File: src/rtl/ext_irq_ctrl.sv
// External interrupt front-end: per-source sync, level/edge pending latch, fixed-priority pick (index 0 wins).
// One registered request to the core. The claimed ID is held from ack until complete.
module ext_irq_ctrl #(
  parameter int unsigned        IRQ_NUM   = 8,
  parameter int unsigned        ID_W      = 3,
  parameter logic [IRQ_NUM-1:0] TRIG_EDGE = '0,
  parameter int unsigned        SYNC_EN   = 1
) (
  input  logic               clk,
  input  logic               rst_n,
  input  logic [IRQ_NUM-1:0] irq_src_i,
  input  logic [IRQ_NUM-1:0] irq_en_i,
  input  logic               irq_gbl_en_i,
  output logic               core_irq_o,
  input  logic               core_irq_ack_i,
  input  logic               irq_cmplt_i,
  output logic [ID_W-1:0]    irq_claim_id_o,
  output logic               irq_busy_o,
  output logic [IRQ_NUM-1:0] irq_pend_o
);

  typedef enum logic [1:0] {S_IDLE, S_REQ, S_SVC} state_e;

  state_e             state_q, state_d;
  logic [IRQ_NUM-1:0] sync_w, prev_q, pend_q, pend_d, cand, claim_clr;
  logic [ID_W-1:0]    id_q, id_d, win_id;
  logic               irq_q, irq_d, busy_q, busy_d;

  generate
    if (SYNC_EN != 0) begin : g_sync
      logic [IRQ_NUM-1:0] sync1_q, sync2_q;
      always_ff @(posedge clk or negedge rst_n) begin
        if (!rst_n) begin
          sync1_q <= '0;
          sync2_q <= '0;
        end else begin
          sync1_q <= irq_src_i;
          sync2_q <= sync1_q;
        end
      end
      assign sync_w = sync2_q;
    end else begin : g_nosync
      assign sync_w = irq_src_i;
    end
  endgenerate

  assign cand = irq_gbl_en_i ? (pend_q & irq_en_i) : '0;

  always_comb begin
    win_id = '0;
    for (int i = int'(IRQ_NUM) - 1; i >= 0; i--) begin
      if (cand[i]) win_id = ID_W'(i);
    end
  end

  // A fresh rising edge in the claim cycle re-sets the bit, so set wins over clear.
  assign pend_d = (TRIG_EDGE & ((pend_q & ~claim_clr) | (sync_w & ~prev_q)))
                | (~TRIG_EDGE & sync_w);

  always_comb begin
    state_d   = state_q;
    id_d      = id_q;
    irq_d     = 1'b0;
    busy_d    = 1'b0;
    claim_clr = '0;
    case (state_q)
      S_IDLE: begin
        if (cand != '0) begin
          state_d = S_REQ;
          id_d    = win_id;
          irq_d   = 1'b1;
        end
      end
      S_REQ: begin
        if (core_irq_ack_i) begin
          state_d   = S_SVC;
          busy_d    = 1'b1;
          claim_clr = TRIG_EDGE & (IRQ_NUM'(1) << id_q);
        end else if (cand == '0) begin
          state_d = S_IDLE;
        end else begin
          id_d  = win_id;
          irq_d = 1'b1;
        end
      end
      S_SVC: begin
        if (irq_cmplt_i) begin
          state_d = S_IDLE;
        end else begin
          busy_d = 1'b1;
        end
      end
      default: state_d = S_IDLE;
    endcase
  end

  always_ff @(posedge clk or negedge rst_n) begin
    if (!rst_n) begin
      state_q <= S_IDLE;
      id_q    <= '0;
      irq_q   <= 1'b0;
      busy_q  <= 1'b0;
      prev_q  <= '0;
      pend_q  <= '0;
    end else begin
      state_q <= state_d;
      id_q    <= id_d;
      irq_q   <= irq_d;
      busy_q  <= busy_d;
      prev_q  <= sync_w;
      pend_q  <= pend_d;
    end
  end

  assign core_irq_o     = irq_q;
  assign irq_busy_o     = busy_q;
  assign irq_claim_id_o = id_q;
  assign irq_pend_o     = pend_q;

endmodule

File: config.mk
export PLATFORM = sky130hd
export DESIGN_NAME = ext_irq_ctrl
export DESIGN_NICKNAME = d
export VERILOG_FILES = /design/src/rtl/ext_irq_ctrl.sv
export SDC_FILE = /design/constraint.sdc
export NUM_CORES = 1
export LEC_CHECK = 0
export ABC_AREA = 1
export CORE_MARGIN = 2
export CORE_UTILIZATION = 25
export CTS_CLUSTER_DIAMETER = 80
export CTS_CLUSTER_SIZE = 20
export DETAILED_ROUTE_END_ITERATION = 16
export GPL_TIMING_DRIVEN = 0
export PLACE_DENSITY = 0.54
export SLEW_MARGIN = 10
export SYNTH_ARGS = -nofsm -noshare
export SYNTH_HDL_FRONTEND = slang
export SYNTH_SLANG_ARGS = --single-unit
File: constraint.sdc
create_clock -name clk -period 1.6 [get_ports clk]
set_input_delay 0.16 -clock clk [delete_from_list [all_inputs] [get_ports clk]]
set_output_delay 0.16 -clock clk [all_outputs]
set_load 0.03 [all_outputs]
* Word-level counts from Yosys, hierarchy flattened *
Index checks and enable logic that the tools add are counted.

operators by class
  add/subtract/negate cells = 0
  multiply operators = 0
  div/mod/pow operators = 0
  magnitude comparators = 0
  equal/unequal tests = 7
  shift-type cells = 0
  multiplexer cells = 25
  bitwise logic cells = 1
  reduce and logical (&&, ||, !) cells = 6

operators with widths
  operator            number
  $mux 3              11
  $and 8x8->8         1
  $logic_not 8->1     1
  $mux 2              4
  $mux 8              1
  $ne 2x2->1 const B  4
  $reduce_bool 8->1   1
  $pmux 2 s3          1
  $pmux 3 s2          1
  $mux 1              5
  $pmux 1 s2          2
  $reduce_and 4->1    1
  $ne 3x3->1 const B  1
  $reduce_and 3->1    1
  $eq 2x1->1 const B  1
  $eq 2x2->1 const B  1
  $logic_not 2->1     1
  $reduce_bool 2->1   1

word-level totals
  flip-flop bits (word level) = 31
  bits in latches = 0
  bits in writable memories = 0
  ROM bits = 0
  input bits = 21
  memories = 0

* Depth between registers and ports, before layout *
  word-level depth = 13
  mapped depth = 11
  mapped depth without buffers = 10

* Least setup slack after synthesis *
No wires, ideal clock.

  kind = register to register
  start point = reg state_q[1]
  end point = reg id_q[2] (netlist: irq_claim_id_o[2])
  arrival = 1.143 ns
  required time = 1.477 ns
  slack = 0.333 ns
  stages on the path, launching flop included = 9
  buffers on the path = 0
  period minus slack after synthesis = 1.267 ns
  cells stage by stage = dfrtp_1 > inv_1 > ha_1 > inv_1 > or2_1 > nand2_1 > nand2_4 > nand2_1 > o21ai_1

between the ends
  longest elaborated chain between the ends = 3
  elaborated cells on any way between the ends = 8

RTL lines
  what                                                              RTL line  source
  from (decl)                                                       24        state_e state_q, state_d;
  from (signal assigned)                                            106       state_q <= state_d;
  $eq 2x1->1 or $logic_not 2->1 (tied branches)                     66        case (state_q)
  $ne 2x2->1 (no source line) or $reduce_bool 2->1 (tied branches)  n/a
  $reduce_and 4->1 (no source line)                                 n/a
  to (signal assigned)                                              107       id_q <= id_d;
  to (decl)                                                         26        logic [ID_W-1:0] id_q, id_d, win_id;

Parallel ways exist; a longest one is shown, timed or not.
A chain may end at the register's enable or synchronous reset.

* Final worst setup path *
  start point = reg pend_q[2] (netlist: irq_pend_o[2])
  end point = out irq_pend_o[2]

RTL lines
  what                    RTL line  source
  from (decl)             25        logic [IRQ_NUM-1:0] sync_w, prev_q, pend_q, pend_d, cand, claim_clr;
  from (signal assigned)  111       pend_q <= pend_d;
  to (decl)               19        output logic [IRQ_NUM-1:0] irq_pend_o

No word-level cell between the ends.

==> results by group <==
Detailed routing
  – Drt pass-1 iters: 4
  – Routed WL: roughly 2100 um
  – Via Count: 764
  – DRT iter0 DRCs: 43
  – Via/cell ratio: 4.02
  – Post-route DRC: 0
  – Routed Antenna Nets: 0
  – Drt wl/cell: ~11 um

Critical path
  – Crit-path leading delay family: buffers and inverters
  – Critical Path Fanout Max: 2
  – Crit-path slowest cell: clkdlybuf4s50_1
  – Worst setup path class: reg -> out
  – Crit path buffers/inverters: 1
  – RR Endpoint: irq_claim_id_o[0]$_DFFE_PN0P_
  – CP Launch Type: register
  – R2R Path Start: state_q[1]$_DFFE_PN0P_
  – WP data required: 1.44 ns
  – Total stage count of the critical path: 1
  – Worst Path Arrival: between 1 and 1.5 ns
  – Reg2Reg Depth: 9
  – Critical Path Sink: irq_pend_o[2]
  – Delay of the slowest critical-path stage: roughly 0.70 ns
  – Crit end category: output pin
  – Setup slack, reg-to-reg: 0.20 ns
  – Setup crit start: irq_pend_o[2]$_DFF_PN0_
  – Crit-path cells: clkdlybuf4s50_1

Timing
  – Fmax: 651 MHz
  – Final Cycle Share: 0.961
  – Hold WS: approximately 0.32 ns
  – Max-slew headroom: 0.557
  – Hold Fails Final Rpt: 0
  – Post-route setup TNS: 0 ns
  – Max-slew violations: 0
  – RSZ-0062 raised after global routing: no
  – Final number of setup-violating endpoints: 0
  – Actual slew at the worst max-slew pin: 0.664 ns
  – Fin crit period: between 1.5 and 2 ns
  – Max Clock Skew: 0.00464 ns

Final layout
  – Diode count: 0
  – Commonest cells after routing, fill and taps aside: dfrtp_1, clkdlybuf4s50_1, nand2_1, inv_1, nand3_2
  – Util after Layout: 0.360
  – Layout cells sized above 1: 0.206
  – Fillers: 456
  – Area Overhead vs Synth: 40.1%
  – Final #Nets: 160

Placed design
  – Port Buf Inserts: 32
  – Gp weighted congestion: ~0.75
  – Post-DP HPWL: 1590 um

GRT
  – GRT Util Overall: 0.0900
  – First-pass GRT wire length: 3550 um
  – Largest net degree at the start of global routing: 32
  – Grt total ovfl: 0
  – Antenna violations before repair: 0
  – Grt peak-use layer: met2
  – Vias in the first global route: about 850
  – Routing usage on met2: 0.154
  – Routing usage on met1: 0.0896
  – Met3 usage: 0.0373

Synth
  – Warnings, synthesis: 0
  – Synth Area in XOR/XNOR: 0
  – Syn_nets: 120
  – Cell taking the most area after synthesis: dfrtp_1
  – Netlist cell types: 17
  – Adder-cell share of the synthesized area: 0.0313
  – Simple logic cell fraction of the synthesized area: 0.272
  – Mean post-synth cell area: ~12 um^2
  – Syn Inst Count: 96
  – Compound-Gate Fraction of Synth Area: 0.0146
  – #FFs+latches synth: 31
  – Top cell type's share of synthesized area: 0.647
  – Seq/Total Area, Yosys: 0.647
  – Top cells by area, synth: dfrtp_1, nand2_1, nand3_2
  – Largest family of logic cells by synthesized area: simple AND/OR/NAND/NOR gates
  – Synthesized area: 1200 um^2
  – Post-synthesis mux area share: 0

Power and ir drop
  – Part of the power in registers: 0.422
  – Leak: 0.000791 uW
  – Peak supply drop: 0.000425 V
  – Switching Power: 726 uW
  – Clock Power Share: 0.262
  – Combinational Power Share: 0.316
  – Pint: 1530 uW
  – Sw Ratio: 0.322
  – PD cells: about 1300 nW/um^2

Die
  – Core Area: 4660 um^2
  – Die area: roughly 5400 um^2
  – Io pins: 34
  – Die height: 73.2 um
  – Num rows: 25
  – Die Wd: 73.2 um
  – Initial core utilization: 0.257

Job
  – Max Cap Violations: 0

CTS
  – Setup Fix Bufs, Post-CTS: 0
  – CTS Sinks: 31
  – PostCTS Resize Cnt: 0
  – Clock H-tree levels: 2
  – Root buf cell: clkbuf_8
  – Total CTS buffers: 5
  – TritonCTS clock tree: built
  – Clock transition at path regs: about 0.06 ns
  – Clock buffer depth: 2
  – Worst skew pair latency: ~0.27 ns

Status
  – Status: finished clean

Hold path
  – Worst min path class: in -> reg
## Yosys cell counts
cell / n
a21boi_0: 1
buf_6: 1
dfrtp_1: 31
ha_1: 3
inv_1: 8
nand2_1: 23
nand2_2: 3
nand2_4: 4
nand3_1: 4
nand3_2: 7
nand3_4: 2
nand4_1: 2
nor2_1: 1
nor2_2: 1
nor2_4: 2
o21ai_1: 2
or2_1: 1
## logic make-up (layout without fill, tap and decap cells)
logic type               Yosys count  after routing
AND/OR/NAND/NOR                   50             50
flip-flops                        31             31
buffers and inverters              9             49
adder cells (fa/ha/maj)            3              3
AO/OA/AOI/OAI                      3              3
## power by group through the flow
stage,Combinational [uW],Clock (uW),Sequential [uW]
final,712,592,950
after global routing,780,658,965
after CTS,720,621,953
after detailed placement,717,0,966
after global placement,694,0,961
after floorplan,334,0,1080
## worst reg2reg max path, delay by kind of cell (launching register included)
kind                       cells  cell delay, ns
DFF                            1            0.41
adders and majority gates      1            0.17
buffers and inverters          2            0.15
and+or+nand+nor                6            0.62
## how the worst min path moves through the flow
stage                                 from                             to  depth (start not counted)
3_5_place_dp                         rst_n           core_irq_o$_DFF_PN0_                          1
3_3_place_gp   g_sync.sync1_q[2]$_DFF_PN0_    g_sync.sync2_q[2]$_DFF_PN0_                          0
2_1_floorplan                        rst_n           core_irq_o$_DFF_PN0_                          0
4_1_cts                       irq_gbl_en_i  irq_claim_id_o[0]$_DFFE_PN0P_                          5
6_report                      irq_gbl_en_i  irq_claim_id_o[0]$_DFFE_PN0P_                          5
5_1_grt                       irq_src_i[2]    g_sync.sync1_q[2]$_DFF_PN0_                          1
## cell type report
cell class / count / area [um^2] / share of cell area
tap: 54 / 67.6 / 0.0402
clock inverter: 1 / 5.00 / 0.00298
inverter: 8 / 30.0 / 0.0179
buffer: 1 / 11.3 / 0.00671
clock buffer: 6 / 82.6 / 0.0492
timing repair buffer: 33 / 325 / 0.194
multi-input combinational: 56 / 382 / 0.227
sequential: 31 / 776 / 0.462
## layer usage
layer	up-vias	routed length (um)
met2	26	1090
li1	380	-
met1	356	821
met3	2	140
met5	-	0
met4	0	32
## registers in the layout, indices dropped and copies added (netlist names)
signal and flops:
core_irq_o 1, g_sync.sync1_q 8, g_sync.sync2_q 8, irq_busy_o 1, irq_claim_id_o 3, irq_pend_o 8
state_q 2
## stage by stage
step           power (uW)  instance area, um^2  std cells  setup WS, ns
4_1_cts              2290                 1680        190        0.0276
5_1_grt              2400                 1680        190       0.00819
2_1_floorplan        1420                 1200         96         0.333
3_5_place_dp         1680                 1580        182         0.185
3_3_place_gp         1660                 1590        182        -0.135
6_report             2250                 1680        190        0.0627
## timing repair
item / in CTS / in global routing
endpoints found under the hold margin: 31 / 0
hold buffers: 1 / 0
setup endpoints to repair: 0 / 0
Power figures use the tool's default switching activity.
